<file path="src/rtl/note_synth.sv">
// note_synth: note-command tone generator (phase accumulator, quarter-wave sine LUT, 2-stage output pipe).
// Define SYNTH_DECAY_EN to compile in the 8-bit decaying amplitude envelope (DECAY_SHIFT parameter).
module note_synth #(
  parameter int unsigned SAMPLE_WIDTH = 16,
  parameter int unsigned PHASE_WIDTH  = 24,
  parameter int unsigned DUR_WIDTH    = 16,
  parameter logic [PHASE_WIDTH-1:0] INC_1 = 24'h010000,
  parameter logic [PHASE_WIDTH-1:0] INC_2 = 24'h014000,
  parameter logic [PHASE_WIDTH-1:0] INC_3 = 24'h018000,
  parameter logic [PHASE_WIDTH-1:0] INC_4 = 24'h01C000
`ifdef SYNTH_DECAY_EN
  , parameter int unsigned DECAY_SHIFT = 4
`endif
) (
  input  logic                           clk,
  input  logic                           reset,
  input  logic                           advance,
  input  logic                           note_valid,
  input  logic [2:0]                     note_code,
  input  logic [DUR_WIDTH-1:0]           note_dur,
  output logic                           note_ready,
  output logic signed [SAMPLE_WIDTH-1:0] sample,
  output logic                           sample_valid,
  output logic                           busy,
  output logic [2:0]                     cur_note
);

  typedef enum logic {S_IDLE, S_PLAY} state_t;

  // First quadrant (entries 0..64) of round(32767*sin(2*pi*k/256)); other quadrants by symmetry.
  localparam logic [15:0] QTAB [65] = '{
    16'd0,     16'd804,   16'd1608,  16'd2410,  16'd3212,  16'd4011,  16'd4808,  16'd5602,
    16'd6393,  16'd7179,  16'd7962,  16'd8739,  16'd9512,  16'd10278, 16'd11039, 16'd11793,
    16'd12539, 16'd13279, 16'd14010, 16'd14732, 16'd15446, 16'd16151, 16'd16846, 16'd17530,
    16'd18204, 16'd18868, 16'd19519, 16'd20159, 16'd20787, 16'd21403, 16'd22005, 16'd22594,
    16'd23170, 16'd23731, 16'd24279, 16'd24811, 16'd25329, 16'd25832, 16'd26319, 16'd26790,
    16'd27245, 16'd27683, 16'd28105, 16'd28510, 16'd28898, 16'd29268, 16'd29621, 16'd29956,
    16'd30273, 16'd30571, 16'd30852, 16'd31113, 16'd31356, 16'd31580, 16'd31785, 16'd31971,
    16'd32137, 16'd32285, 16'd32412, 16'd32521, 16'd32609, 16'd32678, 16'd32728, 16'd32757,
    16'd32767
  };

  state_t                          r_state, w_next;
  logic                            w_accept, w_last, w_play_adv;
  logic [2:0]                      r_cur_note;
  logic [DUR_WIDTH-1:0]            r_dur;
  logic [PHASE_WIDTH-1:0]          r_phase, w_inc;
  logic [7:0]                      w_idx;
  logic [6:0]                      w_qidx;
  logic signed [15:0]              w_lut16;
  logic signed [SAMPLE_WIDTH-1:0]  r_s1_lut, w_scaled, r_sample;
  logic                            r_s1_valid, r_s1_silent, r_valid;

  always_ff @(posedge clk or negedge reset) begin
    if (!reset) r_state <= S_IDLE;
    else        r_state <= w_next;
  end

  always_comb begin
    w_next     = r_state;
    w_accept   = 1'b0;
    w_last     = 1'b0;
    w_play_adv = 1'b0;
    note_ready = 1'b0;
    busy       = 1'b0;
    case (r_state)
      S_IDLE: begin
        note_ready = 1'b1;
        if (note_valid) begin
          w_accept = 1'b1;
          w_next   = S_PLAY;
        end
      end
      S_PLAY: begin
        busy = 1'b1;
        if (advance) begin
          w_play_adv = 1'b1;
          if (r_dur <= DUR_WIDTH'(1)) begin
            w_last = 1'b1;
            w_next = S_IDLE;
          end
        end
      end
      default: w_next = S_IDLE;
    endcase
  end

  always_comb begin
    case (r_cur_note)
      3'd1:    w_inc = INC_1;
      3'd2:    w_inc = INC_2;
      3'd3:    w_inc = INC_3;
      3'd4:    w_inc = INC_4;
      default: w_inc = '0;
    endcase
  end

  // Bit 6 of the index mirrors within the half-wave, bit 7 negates.
  always_comb begin
    w_idx   = r_phase[PHASE_WIDTH-1 -: 8];
    w_qidx  = w_idx[6] ? (7'd64 - {1'b0, w_idx[5:0]}) : {1'b0, w_idx[5:0]};
    w_lut16 = w_idx[7] ? -$signed(QTAB[w_qidx]) : $signed(QTAB[w_qidx]);
  end

  always_ff @(posedge clk or negedge reset) begin
    if (!reset) begin
      r_cur_note  <= '0;
      r_dur       <= '0;
      r_phase     <= '0;
      r_s1_lut    <= '0;
      r_s1_valid  <= 1'b0;
      r_s1_silent <= 1'b1;
      r_sample    <= '0;
      r_valid     <= 1'b0;
    end else begin
      if (w_accept) begin
        r_cur_note <= (note_code <= 3'd4) ? note_code : 3'd0;
        r_dur      <= (note_dur == '0) ? DUR_WIDTH'(1) : note_dur;
        r_phase    <= '0;
      end else if (w_play_adv) begin
        r_phase <= r_phase + w_inc;
        r_dur   <= r_dur - DUR_WIDTH'(1);
        if (w_last) r_cur_note <= '0;
      end
      // Idle advances (including one coincident with an accept) emit a forced-zero sample.
      r_s1_valid  <= advance;
      r_s1_silent <= !w_play_adv || (r_cur_note == 3'd0);
      r_s1_lut    <= SAMPLE_WIDTH'(w_lut16);
      r_sample    <= r_s1_silent ? '0 : w_scaled;
      r_valid     <= r_s1_valid;
    end
  end

`ifdef SYNTH_DECAY_EN
  localparam logic [DECAY_SHIFT:0] DCNT_TOP = (DECAY_SHIFT+1)'((2 ** DECAY_SHIFT) - 1);

  logic [7:0]                     r_amp, r_s1_amp;
  logic [DECAY_SHIFT:0]           r_dcnt;
  logic signed [SAMPLE_WIDTH+8:0] w_prod;

  always_ff @(posedge clk or negedge reset) begin
    if (!reset) begin
      r_amp    <= '0;
      r_s1_amp <= '0;
      r_dcnt   <= '0;
    end else begin
      if (w_accept) begin
        r_amp  <= 8'd255;
        r_dcnt <= '0;
      end else if (w_play_adv) begin
        if (r_dcnt == DCNT_TOP) begin
          r_dcnt <= '0;
          if (r_amp != '0) r_amp <= r_amp - 8'd1;
        end else begin
          r_dcnt <= r_dcnt + (DECAY_SHIFT+1)'(1);
        end
      end
      r_s1_amp <= r_amp;
    end
  end

  assign w_prod   = r_s1_lut * $signed({1'b0, r_s1_amp});
  assign w_scaled = SAMPLE_WIDTH'(w_prod >>> 8);
`else
  assign w_scaled = r_s1_lut;
`endif

  assign sample       = r_sample;
  assign sample_valid = r_valid;
  assign cur_note     = r_cur_note;

endmodule

</file>
<file path="config.mk">
export PLATFORM = sky130hd
export DESIGN_NAME = note_synth
export DESIGN_NICKNAME = d
export VERILOG_FILES = /design/src/rtl/note_synth.sv
export SDC_FILE = /design/constraint.sdc
export NUM_CORES = 1
export LEC_CHECK = 0
export CAP_MARGIN = 10
export CORE_MARGIN = 2
export CORE_UTILIZATION = 45
export DETAILED_ROUTE_END_ITERATION = 10
export HOLD_SLACK_MARGIN = 0.03
export MAX_ROUTING_LAYER = met4
export PLACE_DENSITY_LB_ADDON = 0.2
export SLEW_MARGIN = 25
export SYNTH_ARGS = -nofsm -noshare
export SYNTH_HDL_FRONTEND = slang
export SYNTH_SLANG_ARGS = --single-unit
</file>
<file path="constraint.sdc">
create_clock -name clk -period 7 [get_ports clk]
set_clock_uncertainty 0.1 [all_clocks]
set_input_delay 1.4 -clock clk [delete_from_list [all_inputs] [get_ports clk]]
set_output_delay 1.4 -clock clk [all_outputs]
set_load 0.03 [all_outputs]
</file>
==> summary.md, run 1 <==
| Metric | Value |
|---|---|
| Run status | completed |
| RSZ-0062 raised after global routing | false |
| Number of nets with antenna violations after routing | 0 |
| Overall track demand over capacity in global routing | 25.5% |
| Switch share | 48.9% |
| Delay contributed by the slowest stage of the critical path | 0.70 ns |
| Number of cells traversed by the worst register-to-register path | 14 |
| Share of final-layout standard cells stronger than drive strength 1 | 8.29% |
| FF+latch area | 0.00163 mm² |
| TritonCTS clock tree | yes |
| Top fanout value on the critical path | 15 |
| Worst hold path cell count | 0 |
| Vias per cell | 6.22 |
| # Max-Cap Violations | 0 |
| Final setup vio count | 0 |
| Hold path endpoint | sample_valid |
| H-tree depth | 3 |
| DP Worst Slack | 1.40 ns |
| Detailed router's first-iteration violation count | 619 |
| Maximum number of pins on one net before global-route repair | 66 |
| Post-CTS resize count | 0 |
| Detail-routed net length per standard cell | 18.7 µm |
| Wire length of the first global-routing pass | 23,100 µm |
| Power share of the sequential group | 24.1% |
| Overflow left after global routing | 0 |
| Area share of the leading cell type in the synthesized netlist | 31.7% |
| Synthesized area | 0.00506 mm² |
| Residual DRC count | 0 |
| Vias in the first global route | 4,415 |
| Total placed cells including tap cells | 751 |
| FF-to-FF End | r_s1_lut[14] |
| Clock-pin slew on the worst setup and hold paths | 0.07 ns |
| Clock network fraction of design power | 13.6% |
| Power Dens Cells | 409 mW/mm² |
| Max Freq | 0.174 GHz |
| Crit path setup slack, layout | 1.25 ns |
| Worst slew pin tran | 1.18 ns |
| Clock tree sinks | 65 |
| Critical Path AT | 5.91 ns |
| Number of cells in the finished layout apart from fillers | 767 |
| Total clock buffers created by CTS | 9 |
| Combinational fraction of design power | 62.2% |
| Worst hold slack after final layout | 0.252 ns |
| Required time at the endpoint of the critical path | 7.16 ns |
| Cell type contributing the most total cell area after synthesis | sky130_fd_sc_hd__dfrtp_1 |
| Max-Slew Margin vs Limit | 19.5% |
| Minimum clock period after layout | 5.75 ns |
| Count of buffers inserted at the top-level ports | 44 |
| Distinct cell type count of the synthesized netlist | 80 |
| Area of the die | 0.0121 mm² |
| Post-CTS Hold Buffers | 0 |
| Count of flip-flops with a built-in enable after synthesis | 0 |
| Growth of design area from synthesis to finish | 13.5% |
| Floorplan row count | 38 |
| Routed vias | 4,771 |
| Chip Width | 110 µm |
| Number of instances in the synthesized netlist | 603 |
| Hold Startpoint | r_s1_valid |
| Net Switching | 1.15 mW |
| Initial DRT Pass Iterations | 5 |
| Warning count from the yosys run | 0 |
| Internal | 1.20 mW |
| Multi-input logic area | 0.00317 mm² |
| TNS Setup | 0 ns |
| Placed cell area | 0.00553 mm² |
| Share of synthesized area occupied by flip-flops and latches | 32.2% |
| Clock latency reported for the late side of the worst-skew pair | 0.35 ns |
| Number of buffers on the longest clock path | 2 |
| Minimum setup slack among reg-to-reg paths | 1.25 ns |
| Area inside the core boundary | 0.0109 mm² |
| Fraction of synthesis flops using an asynchronous set or reset pin | 100% |
| Startpoint of the worst-slack reg-to-reg timing path | r_phase[17] |
| Total detailed-routing wirelength | 14,400 µm |
| Number of nets produced by synthesis | 647 |
| Fill cells | 1,050 |
| Leakage power | 2.24 nW |
| HPWL after DPL | 10,200 µm |
| Per-instance average area after synthesis | 8.39 µm² |
| Crit path capture type | flip-flop |
| Ordered list of cells on the worst path | inv_1 -> ha_1 -> nand2_1 -> a21boi_2 -> clkinv_1 -> ha_1 -> clkinv_1 -> xnor2_1 -> nor3_1 -> a2111oi_1 -> nor2_1 -> or4b_4 -> o41ai_2 -> xnor2_1 |
| Number of antenna cells inserted | 0 |
| Flops & latches, synth | 65 |
| Final Cycle Share | 82.2% |
| Bufs and invs on worst path | 3 |
| Most used flip-flop cell after synthesis | sky130_fd_sc_hd__dfrtp_1 |
| Cell family with most CP delay | compound AO/OA/AOI/OAI gates |
| Die boundary height | 110 µm |
| Total count of max-transition violations in the final report | 0 |
| Number of endpoints with negative hold slack in the final report | 0 |
| Starting utilization of the core area | 46.4% |
| Type of the worst setup path | flip-flop to flip-flop |
| Classification of the worst-slack hold path | flip-flop to flip-flop |
| Number of setup buffers added after CTS | 0 |
| Final Net Count | 666 |
| Number of top-level pins | 45 |
| Critical Path Start Type | flip-flop |
| Routability cong. | 0.955 |
| Slowest library cell on the worst path | sky130_fd_sc_hd__ha_1 |
| Cell types occupying the most area after synthesis | sky130_fd_sc_hd__dfrtp_1 (32%), sky130_fd_sc_hd__ha_1 (4.9%), sky130_fd_sc_hd__nand2_1 (4.2%), sky130_fd_sc_hd__xnor2_1 (3.3%), sky130_fd_sc_hd__nor2_1 (3.3%) |
| Number of antenna violations at the first check in global routing | 0 |
| Root Driver | sky130_fd_sc_hd__clkbuf_8 |
| Total non-filler cell area in the finished layout | 0.00574 mm² |
| Peak supply drop | 256 µV |
==> power by group through the flow <==
stage                     logic [mW]  clock network, mW  registers [mW]
after floorplan                 1.08                  0           0.570
after global placement          1.42                  0           0.565
after detailed placement        1.42                  0           0.573
after CTS                       1.43              0.329           0.566
after global routing            1.58              0.348           0.583
final                           1.46              0.320           0.567
==> sequential cells by signal, summed over array words and instances, names as in the netlist <==
signal	count
r_dur	16
r_s1_lut	16
sample	16
r_phase	10
cur_note	3
r_s1_silent	1
r_s1_valid	1
r_state	1
sample_valid	1
==> layout by cell type, fill, tap and decap left out, drive strengths merged, types with 4 or more instances in the layout <==
master	count
ha	20
o31ai	11
a22o	5
clkbuf	9
o21ai	37
xor2	8
nor2b	23
buf	10
mux2i	10
dfrtp	64
nor4	9
a21oi	30
xnor2	19
nand3	32
nor2	44
nor3	21
inv	17
clkdlybuf4s50	43
and3	5
nand2	58
clkinv	5
a31oi	7
a211oi	10
nand2b	15
o311ai	5
or3	9
o22ai	5
o2111ai	5
a2111oi	4
o211ai	19
==> metal layers <==
metal / track usage, % / part of all wire [%] / up-vias
li1: - / - / 2272
met1: 35.0 / 46 / 2264
met2: 37.9 / 46 / 208
met3: 4.06 / 6.0 / 27
met4: 9.49 / 2.5 / 0
met5: - / 0 / -
==> worst max-delay path by stage <==
stage | startpoint | to | slack, ns | cells past startpoint
global placement | r_phase[17] | r_s1_lut[13] | 1.66 | 14
CTS | r_phase[17] | r_s1_lut[14] | 1.37 | 14
floorplan | r_phase[16] | r_s1_lut[13] | 2.34 | 14
detailed placement | r_phase[17] | r_s1_lut[13] | 1.40 | 14
global route | r_phase[17] | r_s1_lut[14] | 0.83 | 14
finish | r_phase[17] | r_s1_lut[14] | 1.25 | 14
==> cell usage after synthesis (all sizes together), types with 15 or more instances <==
library cell  count
nor3             21
nand2b           15
ha               20
buf              19
nor2b            23
inv              15
o211ai           19
a21oi            30
o21ai            37
clkbuf           26
xnor2            19
nor2             44
nand2            58
dfrtp            64
nand3            32
==> stage by stage <==
| stage | utilization [%] | total power [mW] |
|---|---|---|
| floorplan | - | 1.65 |
| global placement | 50.8 | 1.98 |
| detailed placement | 50.8 | 1.99 |
| CTS | 52.6 | 2.32 |
| global route | 52.7 | 2.51 |
| finish | 52.7 | 2.35 |
==> layout make-up <==
cell class	instances	area share, %
Clock buffer	9	2.16
Sequential cell	65	28.4
Timing Repair Buffer	53	8.76
Clock inverter	7	1.35
Tap cell	140	3.05
Multi-Input combinational cell	476	55.2
Inverter	17	1.11
==> cells by family after synthesis <==
group | Yosys count | share of synthesized area (%)
xor+xnor | 27 | 4.68
mux | 14 | 3.09
flops | 65 | 32.2
compound gates | 180 | 25.3
fa+ha+maj | 21 | 5.34
simple gates | 234 | 23.9
buf+inv | 62 | 5.52
Power figures use the tool's default switching activity.
==> run 2: changes to the inputs <==
clock period = 4.6 ns   (was 7 ns; I/O delays follow)
==> run 2 against run 1 <==
  * Highest routed layer unchanged
  * Routed wire length grew 2.3%
  * Critical endpoint unchanged
  * Power increased by 56%
  * Register-to-register slack got worse by 0.99 ns
  * Flip-flop and latch count did not move
  * Final cell count increased by 2.2%
  * Sequential share of layout area decreased by 0.52 points
==> summary.md, run 2 (synthesis results as in run 1) <==
| Metric | Value |
|---|---|
| Cell family with most CP delay | compound AO/OA/AOI/OAI gates |
| Placed cell area | 0.00566 mm² |
| Residual DRC count | 0 |
| Growth of design area from synthesis to finish | 15.7% |
| Fill cells | 1,028 |
| Number of nets with antenna violations after routing | 0 |
| Number of setup buffers added after CTS | 0 |
| Crit path capture type | flip-flop |
| Number of antenna cells inserted | 0 |
| Classification of the worst-slack hold path | flip-flop to flip-flop |
| Total clock buffers created by CTS | 9 |
| Critical Path Start Type | flip-flop |
| Overflow left after global routing | 0 |
| Layout Utilization | 53.7% |
| # Max-Cap Violations | 0 |
| Max-Slew Margin vs Limit | 31.2% |
| Delay contributed by the slowest stage of the critical path | 0.91 ns |
| Type of the worst setup path | flip-flop to flip-flop |
| Run status | completed |
| Top fanout value on the critical path | 31 |
| Post-CTS Hold Buffers | 0 |
| Most frequent cells in the layout | sky130_fd_sc_hd__dfrtp_1 (63), sky130_fd_sc_hd__nand2_1 (57), sky130_fd_sc_hd__nor2_1 (44) |
| Clock-pin slew on the worst setup and hold paths | 0.07 ns |
| Final setup vio count | 0 |
| Ordered list of cells on the worst path | buf_4 -> nor3_1 -> o211a_1 -> nor2_1 -> a2111oi_1 -> nor2_1 -> or4b_4 -> o41ai_2 -> xnor2_1 |
| Slowest library cell on the worst path | sky130_fd_sc_hd__o211a_1 |
| Total detailed-routing wirelength | 14,700 µm |
| Initial DRT Pass Iterations | 5 |
| Worst slew pin tran | 1.03 ns |
| Final Cycle Share | 94.3% |
| Share of final-layout standard cells stronger than drive strength 1 | 10.7% |
| Area of the die | 0.0121 mm² |
| Floorplan row count | 38 |
| TritonCTS clock tree | yes |
| Cell with the most instances on the worst path | sky130_fd_sc_hd__nor2_1 |
| Detail-routed net length per standard cell | 18.7 µm |
| HPWL after DPL | 10,600 µm |
| Chip Width | 110 µm |
| Starting utilization of the core area | 46.4% |
| RSZ-0062 raised after global routing | false |
| Most common library cell in the layout ignoring fill and taps | sky130_fd_sc_hd__dfrtp_1 |
| Detailed router's first-iteration violation count | 468 |
| Minimum setup slack among reg-to-reg paths | 0.26 ns |
| Clock tree sinks | 65 |
| Total placed cells including tap cells | 768 |
| Wire length of the first global-routing pass | 23,800 µm |
| Overall track demand over capacity in global routing | 26.3% |
| Area inside the core boundary | 0.0109 mm² |
| Critical Path AT | 4.49 ns |
| Maximum number of pins on one net before global-route repair | 46 |
| Clock latency reported for the late side of the worst-skew pair | 0.34 ns |
| Number of cells in the finished layout apart from fillers | 784 |
| Total count of max-transition violations in the final report | 0 |
| Number of top-level pins | 45 |
| Number of antenna violations at the first check in global routing | 0 |
| Leakage power | 2.32 nW |
| Die boundary height | 110 µm |
| TNS Setup | 0 ns |
| Minimum clock period after layout | 4.34 ns |
| Final Net Count | 683 |
| H-tree depth | 3 |
| Power Dens Cells | 625 mW/mm² |
| Routed vias | 4,800 |
| Total non-filler cell area in the finished layout | 0.00585 mm² |
| Peak supply drop | 400 µV |
| Post-CTS resize count | 0 |
| Required time at the endpoint of the critical path | 4.75 ns |
| Root Driver | sky130_fd_sc_hd__clkbuf_8 |
| Worst hold slack after final layout | 0.261 ns |
| Max Freq | 0.230 GHz |
| Routability cong. | 0.977 |
| Bufs and invs on worst path | 1 |
| Number of endpoints with negative hold slack in the final report | 0 |
| Count of buffers inserted at the top-level ports | 44 |
| Vias per cell | 6.12 |
| Number of buffers on the longest clock path | 2 |
| Vias in the first global route | 4,583 |
## run 2: report_power, final
| group | internal, mW | switching [mW] |
|---|---|---|
| registers | 0.736 | 0.136 |
| logic | 0.917 | 1.43 |
| clock network | 0.227 | 0.218 |
| total | 1.88 | 1.78 |
## run 2: final cells by class
| type | count | area, µm² | share of cell area [%] |
|---|---|---|---|
| inverter | 17 | 65.1 | 1.11 |
| clock inverter | 5 | 38.8 | 0.663 |
| tap | 140 | 175 | 2.99 |
| clock buffer | 11 | 151 | 2.59 |
| timing repair buffer | 70 | 633 | 10.8 |
| multi-input combinational | 476 | 3160 | 54.0 |
| sequential | 65 | 1630 | 27.8 |
## run 2: layer usage
layer	global-route usage, %	part of all wire [%]	wire (µm)
met4	10.7	1.8	266
met2	39.5	46	6730
met1	35.0	45	6660
met5	-	0	0
met3	4.76	7.0	1030
## run 2: final timing paths
path / startpoint / depth (start not counted) / end
max: r_phase[17] / 9 / r_s1_lut[14]
min: r_s1_valid / 0 / sample_valid
max reg2reg: r_phase[17] / 9 / r_s1_lut[14]
min reg2reg: r_s1_valid / 0 / sample_valid
max in group asynchronous: reset / 2 / r_phase[16]
min in group asynchronous: reset / 1 / r_dur[2]
## run 2: metrics by stage
stage	worst slack [ns]	power [mW]
2_1_floorplan	0.0961	2.51
3_3_place_gp	0.299	3.15
3_5_place_dp	0.339	3.16
4_1_cts	0.324	3.62
5_1_grt	0.0543	3.93
6_report	0.261	3.66
==> run 3: changes to the inputs <==
ABC_CLOCK_PERIOD_IN_PS = 4600   (was default)
==> results of run 3 <==
Same layout as run 2: the final DEF is identical, and so are final timing and power.
